--- src/rtl/fpu_add_sched.sv ---
// Round-robin scheduler sharing one combinational FP adder between requesters.
// Handles dynamic rounding mode, FSUB via sign flip and a valid/ready response.
module fpu_add_sched #(
  parameter int PARAM_Fp_size       = 32,
  parameter int PARAM_Mantissa_size = 23,
  parameter int PARAM_Exponent_size = 8,
  parameter int NUM_REQ             = 2,
  parameter int TAG_W               = 5,
  parameter int ID_W                = $clog2(NUM_REQ)
) (
  input  logic                       clk,
  input  logic                       rst_n,
  input  logic [NUM_REQ-1:0]         req_valid,
  output logic [NUM_REQ-1:0]         req_ready,
  input  logic [NUM_REQ*PARAM_Fp_size-1:0] req_a,
  input  logic [NUM_REQ*PARAM_Fp_size-1:0] req_b,
  input  logic [NUM_REQ-1:0]         req_sub,
  input  logic [NUM_REQ*3-1:0]       req_rm,
  input  logic [NUM_REQ*TAG_W-1:0]   req_tag,
  input  logic [2:0]                 frm,
  output logic [2:0]                 adder_rm,
  output logic [PARAM_Fp_size-1:0]   adder_a,
  output logic [PARAM_Fp_size-1:0]   adder_b,
  input  logic [PARAM_Fp_size-1:0]   adder_out,
  output logic                       rsp_valid,
  input  logic                       rsp_ready,
  output logic [PARAM_Fp_size-1:0]   rsp_result,
  output logic [ID_W-1:0]            rsp_id,
  output logic [TAG_W-1:0]           rsp_tag,
  output logic                       rsp_illegal_rm
);

  localparam int FP = PARAM_Fp_size;
  localparam logic [FP-1:0] QNAN = {
    1'b0, {PARAM_Exponent_size{1'b1}},
    1'b1, {(PARAM_Mantissa_size-1){1'b0}}
  };

  typedef enum logic [1:0] {IDLE, EXEC, RESP} state_t;

  state_t state_q, state_d;

  logic [ID_W-1:0]  last_q;
  logic [FP-1:0]    op_a_q, op_b_q;
  logic [2:0]       op_rm_q;
  logic             op_ill_q;
  logic [TAG_W-1:0] op_tag_q;
  logic [ID_W-1:0]  op_id_q;

  logic [FP-1:0]    res_q;
  logic             rv_q, ill_q;
  logic [TAG_W-1:0] tag_q;
  logic [ID_W-1:0]  id_q;

  logic             gnt_any;
  logic [ID_W-1:0]  gnt_idx;
  logic             gnt_en, hs;
  logic [FP-1:0]    sel_a, sel_b;
  logic [2:0]       sel_rm, res_rm;
  logic             sel_ill;

  // Cyclic search starting just after the last granted requester
  always_comb begin
    int idx;
    gnt_any = 1'b0;
    gnt_idx = '0;
    idx     = 0;
    for (int k = 1; k <= NUM_REQ; k++) begin
      idx = int'(last_q) + k;
      if (idx >= NUM_REQ) idx = idx - NUM_REQ;
      if (!gnt_any && req_valid[idx]) begin
        gnt_any = 1'b1;
        gnt_idx = ID_W'(idx);
      end
    end
  end

  assign gnt_en = (state_q == IDLE) ||
                  (state_q == RESP && rsp_ready);
  assign hs     = gnt_en && gnt_any;

  assign sel_a   = req_a[gnt_idx*FP +: FP];
  assign sel_b   = req_b[gnt_idx*FP +: FP] ^
                   {req_sub[gnt_idx], {(FP-1){1'b0}}};
  assign sel_rm  = req_rm[gnt_idx*3 +: 3];
  assign res_rm  = (sel_rm == 3'b111) ? frm : sel_rm;
  assign sel_ill = (res_rm > 3'd4);

  always_ff @(posedge clk) begin
    if (!rst_n) state_q <= IDLE;
    else        state_q <= state_d;
  end

  always_comb begin
    state_d = state_q;
    unique case (state_q)
      IDLE:    state_d = hs ? EXEC : IDLE;
      EXEC:    state_d = RESP;
      RESP:    if (rsp_ready) state_d = hs ? EXEC : IDLE;
      default: state_d = IDLE;
    endcase
  end

  always_comb begin
    req_ready = '0;
    if (hs) req_ready[gnt_idx] = 1'b1;
  end

  always_ff @(posedge clk) begin
    if (!rst_n) begin
      last_q   <= ID_W'(NUM_REQ-1);
      op_a_q   <= '0;
      op_b_q   <= '0;
      op_rm_q  <= '0;
      op_ill_q <= 1'b0;
      op_tag_q <= '0;
      op_id_q  <= '0;
    end else if (hs) begin
      last_q   <= gnt_idx;
      op_a_q   <= sel_a;
      op_b_q   <= sel_b;
      op_rm_q  <= res_rm;
      op_ill_q <= sel_ill;
      op_tag_q <= req_tag[gnt_idx*TAG_W +: TAG_W];
      op_id_q  <= gnt_idx;
    end
  end

  always_ff @(posedge clk) begin
    if (!rst_n) begin
      rv_q  <= 1'b0;
      res_q <= '0;
      ill_q <= 1'b0;
      tag_q <= '0;
      id_q  <= '0;
    end else if (state_q == EXEC) begin
      rv_q  <= 1'b1;
      res_q <= op_ill_q ? QNAN : adder_out;
      ill_q <= op_ill_q;
      tag_q <= op_tag_q;
      id_q  <= op_id_q;
    end else if (state_q == RESP && rsp_ready) begin
      rv_q  <= 1'b0;
    end
  end

  assign adder_a        = op_a_q;
  assign adder_b        = op_b_q;
  assign adder_rm       = op_rm_q;
  assign rsp_valid      = rv_q;
  assign rsp_result     = res_q;
  assign rsp_illegal_rm = ill_q;
  assign rsp_tag        = tag_q;
  assign rsp_id         = id_q;

endmodule
--- config.mk ---
export PLATFORM = sky130hd
export DESIGN_NAME = fpu_add_sched
export DESIGN_NICKNAME = d
export VERILOG_FILES = /design/src/rtl/fpu_add_sched.sv
export SDC_FILE = /design/constraint.sdc
export NUM_CORES = 1
export LEC_CHECK = 0
export CORE_MARGIN = 2
export CORE_UTILIZATION = 37
export DETAILED_ROUTE_END_ITERATION = 7
export PLACE_DENSITY = 0.8
export SLEW_MARGIN = 20
export SYNTH_ARGS = -nofsm -noshare
export SYNTH_HDL_FRONTEND = slang
export SYNTH_SLANG_ARGS = --single-unit
--- constraint.sdc ---
create_clock -name clk -period 1.9 [get_ports clk]
set_input_delay 0.285 -clock clk [delete_from_list [all_inputs] [get_ports clk]]
set_output_delay 0.285 -clock clk [all_outputs]
set_load 0.1 [all_outputs]
# After elaboration in Yosys (flattened, before gate mapping)
# Index checks and enable logic that the tools add are counted.
[word_totals]
reg_bits = 117
inputBits = 186
output_inout_bits = 109
word_cells = 67
[op_classes]
addsub = 4
mul = 2
n_lt_le_gt_ge = 7
eq_ne = 4
shift = 4
muxes = 24
bitwise = 1
reduce_logical = 8
[ops]
columns = ["cell", "count"]
rows = [
  ["64-bit by 7-bit variable part select with 32-bit output", 2],
  ["32-bit 2-to-1 mux", 3],
  ["32-bit by 3-bit less-than comparator with 1-bit output, second input constant", 2],
  ["32-bit bitwise XOR", 1],
  ["1-bit 2-to-1 mux", 16],
  ["10-bit by 5-bit variable part select with 5-bit output", 1],
  ["2-bit one-hot mux with 3 select lines", 1],
  ["6-bit by 4-bit variable part select with 3-bit output", 1],
  ["1-bit logical AND", 4],
  ["1-bit by 3-bit multiplier with 4-bit output, second input constant", 1],
  ["2-bit 2-to-1 mux", 2],
  ["3-bit by 2-bit subtractor with 4-bit output, second input constant", 1],
  ["1-bit by 2-bit adder with 3-bit output, second input constant", 1],
  ["3-bit equality test, second input constant", 1],
  ["3-bit by 2-bit >= comparator with 1-bit output, second input constant", 1],
  ["3-bit greater-than comparator, second input constant", 1],
  ["1-bit by 2-bit multiplier with 3-bit output, second input constant", 1],
  ["3-bit 2-to-1 mux", 1],
  ["2-bit by 2-bit subtractor with 3-bit output, second input constant", 1],
  ["1-bit by 1-bit adder with 2-bit output, second input constant", 1],
  ["2-bit by 1-bit equality test with 1-bit output, second input constant", 1],
  ["2-bit equality test, second input constant", 1],
  ["2-bit >= comparator, second input constant", 1],
  ["2-bit zero test", 1],
  ["7 further kinds", 7],
]

# Longest topological paths before layout
[logic_depth]
depth_word = 15
depth_mapped = 6
depth_no_buf = 4

# Worst setup path before layout
# No wires, ideal clock.
[synth_timing]
path_kind = "register to output"
from = "register state_q[1]"
to = "output req_ready[0]"
t_arrival_ps = 2192
required_ps = 1615
slack_ps = -577
path_stages_with_launch = 5
n_path_buf = 1
path_cell_list = "dfxtp_1 -> nor2b_1 -> or3_1 -> clkbuf_1 -> nor2_1"
[synth_between]
elab_chain_cells = 5
word_cells_on_any_way = 6
classes_between = "1 x eq/ne; 1 x mux; 4 x reduce/logical"
[synth_rtl]
columns = ["item", "line", "text"]
rows = [
  ["start, declared", "41", "state_t state_q, state_d;"],
  ["start signal, assigned", "91", "else state_q <= state_d;"],
  ["2-bit equality test", "79", "(state_q == RESP && rsp_ready);"],
  ["1-bit logical AND", "79", ""],
  ["1-bit logical OR *", "78", "assign gnt_en = (state_q == IDLE) ||"],
  ["1-bit logical AND *", "80", "assign hs = gnt_en && gnt_any;"],
  ["2-bit 2-to-1 mux *", "106", "if (hs) req_ready[gnt_idx] = 1'b1;"],
  ["end, declared", "14", "output logic [NUM_REQ-1:0] req_ready,"],
]
# Every way passes the cells marked *; elsewhere a longest branch is shown, timed or not.

# Worst setup path after layout
# Same ends and word-level chain as after synthesis.

==> run metrics <==
status=finished, final reports clean; area of placed instances=0.00789 mm²; startpoint types=flop; worst hold-check slack=0.433 ns; Post-Synth Adder-Cell Area=0; critical setup path kind=reg -> out; Maximum Capacitance Violations=0; flop and latch count out of synthesis=117; first-pass GRT wire length=26300 µm; main combinational cell family by area after synthesis=simple AND/OR/NAND/NOR gates; Buffers on Ports=294; combinational share of power=0.351; switching share of power=0.378; number of H-tree levels=4; final-report hold violation count=0; Diodes inserted=0; total congestion overflow after global routing=0; clock tree from TritonCTS=done; synthesized area per cell=7.89 µm²; CTS max path bufs=2; sequential fraction of the synthesis area=0.486; Root Driver=sky130_fd_sc_hd__clkbuf_16; Critical Path End Type=output pin; Max-Slew Margin vs Limit=0.614; effective utilization at floorplan=0.380; Die ar.=0.0140 mm²; Critical Path AT=1.57 ns; detailed-router iteration count before antenna repair=4; fraction of final layout cells with drive strength greater than 1=0.198; via count of the first global-routing pass=5212; Synth Cell Area=0.00482 mm²; remaining antenna violation count after routing=0; final-report max-slew violation count=0; Worst Tran Pin Value=0.578 ns; clk_lat worst skew=0.42 ns; reported net switching power=3540 µW; clock-pin transition on the worst setup and hold timing paths=0.05 ns; critical path data required time=1.62 ns; total track usage=0.235; Final Wtd Congestion=0.833; average wire per standard cell=15.4 µm; maximum vdd drop=0.607 mV; floorplan die height=118 µm; DIE WIDTH=118 µm; Simple-Gate Fraction of Synth Area=0.277; final number of setup-violating endpoints=0; count of synthesis-stage warnings from yosys=0; minimum period implied by the final worst setup slack=1.86 ns; post-synth cell types=29; Syn-to-layout area delta=76.3%; sum of net half-perimeters after detailed placement=12100 µm; classification of the worst-slack hold path=in -> reg; instance count of the mapped netlist=611; leakage power=0.00353 µW; first-iteration detailed-routing DRC count=263; power per unit of standard cell area=1100 mW/mm²; biggest fanout along the worst timing path=5; initial antenna violation count=0; share of the clock period used by the worst path after layout=0.977; mux cell area share after synthesis=0; Sink Count=117; net count after synthesis=797; post-route worst setup slack=0.0429 ns; utilization after layout=0.671; remaining routing DRC violations=0; post-route setup TNS=0 ns; mean number of vias per cell=5.00; synthesized-area fraction occupied by ao, oa, aoi and oai cells=0.185; Final nets=1086; unrepaired setup endpoints after global routing=true; largest net degree at the start of global routing=62; Routed Wire Length=16700 µm; xor/xnor cell area share of the yosys netlist=0.00363; Power Internal=5830 µW; Core ar.=0.0127 mm²; fillers=1069; clock network fraction of total power=0.346; sequential share of power=0.303; worst slack at placement=-0.0760 ns; io pins=295; vias=5415; post-route clock skew=0.0120 ns; site row count=41; fmax=538 MHz; Design Area, Final=0.00850 mm²; CTS buffer count=17
[final timing paths]
check / from / slack [ns] / depth (start not counted) / end
min: req_b[59] / 0.43 / 3 / adder_b[27]$_SDFFE_PN0N_
max reg2reg: state_q[1]$_SDFFE_PN0P_ / 0.32 / 6 / adder_a[0]$_SDFFE_PN0N_
max: state_q[1]$_SDFFE_PN0P_ / 0.04 / 4 / req_ready[0]
min reg2reg: rsp_result[9]$_SDFFE_PN0P_ / 0.45 / 2 / rsp_result[9]$_SDFFE_PN0P_
[power by group through the flow]
stage          Clock, µW  Sequential (µW)  Combinational (µW)
3_3_place_gp           0             2890                3270
2_1_floorplan          0             4460                 668
3_5_place_dp           0             2890                3290
4_1_cts             3290             2840                3300
6_report            3240             2840                3290
5_1_grt             3410             2880                3450
[critical path, cell delays in order, from the launching register on]
cell                      delay [ns]
sky130_fd_sc_hd__dfxtp_2        0.34
sky130_fd_sc_hd__nor2b_2        0.17
sky130_fd_sc_hd__or3_4          0.36
sky130_fd_sc_hd__nor2_4         0.11
sky130_fd_sc_hd__buf_12         0.18
[cell families after synthesis]
group                     Yosys count
DFF                               117
AOI/OAI and AO/OA                 118
and+or+nand+nor                   317
xor gates and xnor gates            2
buffers and inverters              57
[layer usage]
metal  GRT usage  up-vias  wire, µm
li1            -     2689         -
met1       0.266     2465      6600
met2       0.402      229      8210
met3      0.0830       32      1420
met4      0.0971        0       425
met5           0        -         0
[layout make-up]
type / count / area, µm² / area share
repair buffers: 325 / 3050 / 0.359
flip-flops and latches: 117 / 2340 / 0.276
multi-input cells: 437 / 2270 / 0.268
clock buffers: 22 / 474 / 0.0558
well taps: 172 / 215 / 0.0253
clock inverters: 9 / 126 / 0.0149
inverters: 2 / 12.5 / 0.00147
[cells in the mapped netlist]
cell | instances | area, µm²
sky130_fd_sc_hd__a21bo_2 | 1 | 10.0
sky130_fd_sc_hd__a21oi_1 | 33 | 165
sky130_fd_sc_hd__a31o_1 | 1 | 8.76
sky130_fd_sc_hd__a21boi_2 | 1 | 11.3
sky130_fd_sc_hd__nand2_1 | 184 | 691
sky130_fd_sc_hd__clkinv_1 | 1 | 3.75
sky130_fd_sc_hd__a311oi_1 | 69 | 604
sky130_fd_sc_hd__nor3_4 | 1 | 16.3
sky130_fd_sc_hd__xnor2_1 | 1 | 8.76
sky130_fd_sc_hd__o211ai_1 | 6 | 45.0
sky130_fd_sc_hd__nand3_1 | 1 | 5.00
sky130_fd_sc_hd__inv_1 | 1 | 3.75
sky130_fd_sc_hd__buf_4 | 1 | 7.51
sky130_fd_sc_hd__nor3_1 | 18 | 90.1
sky130_fd_sc_hd__xor2_1 | 1 | 8.76
sky130_fd_sc_hd__o21ai_0 | 4 | 20.0
sky130_fd_sc_hd__o2111ai_1 | 1 | 8.76
sky130_fd_sc_hd__buf_1 | 2 | 7.51
sky130_fd_sc_hd__or3b_2 | 1 | 8.76
sky130_fd_sc_hd__and3_1 | 1 | 6.26
sky130_fd_sc_hd__o211a_1 | 2 | 20.0
sky130_fd_sc_hd__nand2b_1 | 2 | 12.5
sky130_fd_sc_hd__nor2_1 | 82 | 308
sky130_fd_sc_hd__or3_1 | 1 | 6.26
sky130_fd_sc_hd__buf_2 | 10 | 50.1
sky130_fd_sc_hd__dfxtp_1 | 117 | 2340
sky130_fd_sc_hd__clkbuf_1 | 42 | 158
sky130_fd_sc_hd__nand3b_1 | 24 | 180
sky130_fd_sc_hd__nor2b_1 | 2 | 12.5
[what timing repair did]
action / in CTS / in global routing
hold buffers: 0 / 0
hold endpoints to repair: 0 / 0
gates resized for setup: 3 / 1
endpoints found under the setup margin: 2 / 2
buffers inserted: 0 / 0
[metrics by stage]
step | total power [µW] | instances
finish | 9380 | 1084
global route | 9730 | 1084
CTS | 9440 | 1084
detailed placement | 6180 | 1053
global placement | 6160 | 1053
floorplan | 5130 | 611
[placed cells by master (no fill, tap or decap), types with 2 or more instances in the layout]
master,count
sky130_fd_sc_hd__nor3_1,18
sky130_fd_sc_hd__clkbuf_16,17
sky130_fd_sc_hd__nor2b_2,2
sky130_fd_sc_hd__bufinv_16,3
sky130_fd_sc_hd__clkbuf_8,3
sky130_fd_sc_hd__a311oi_1,69
sky130_fd_sc_hd__o211a_1,2
sky130_fd_sc_hd__buf_4,128
sky130_fd_sc_hd__nand2_1,183
sky130_fd_sc_hd__a21oi_1,33
sky130_fd_sc_hd__buf_12,12
sky130_fd_sc_hd__clkdlybuf4s50_1,185
sky130_fd_sc_hd__o21ai_0,4
sky130_fd_sc_hd__clkinvlp_4,2
sky130_fd_sc_hd__nand3b_1,24
sky130_fd_sc_hd__o211ai_1,6
sky130_fd_sc_hd__clkinv_2,5
sky130_fd_sc_hd__dfxtp_1,116
sky130_fd_sc_hd__nor2_1,81
sky130_fd_sc_hd__nand2b_1,2
sky130_fd_sc_hd__clkbuf_1,2
[registers in the layout (all words and copies together), names as in the netlist]
signal,count
adder_a,32
adder_b,32
adder_rm,3
last_q,1
op_id_q,1
op_ill_q,1
op_tag_q,5
rsp_id,1
rsp_illegal_rm,1
rsp_result,32
rsp_tag,5
rsp_valid,1
state_q,2
Note: power is estimated with default switching activity, not from simulation.
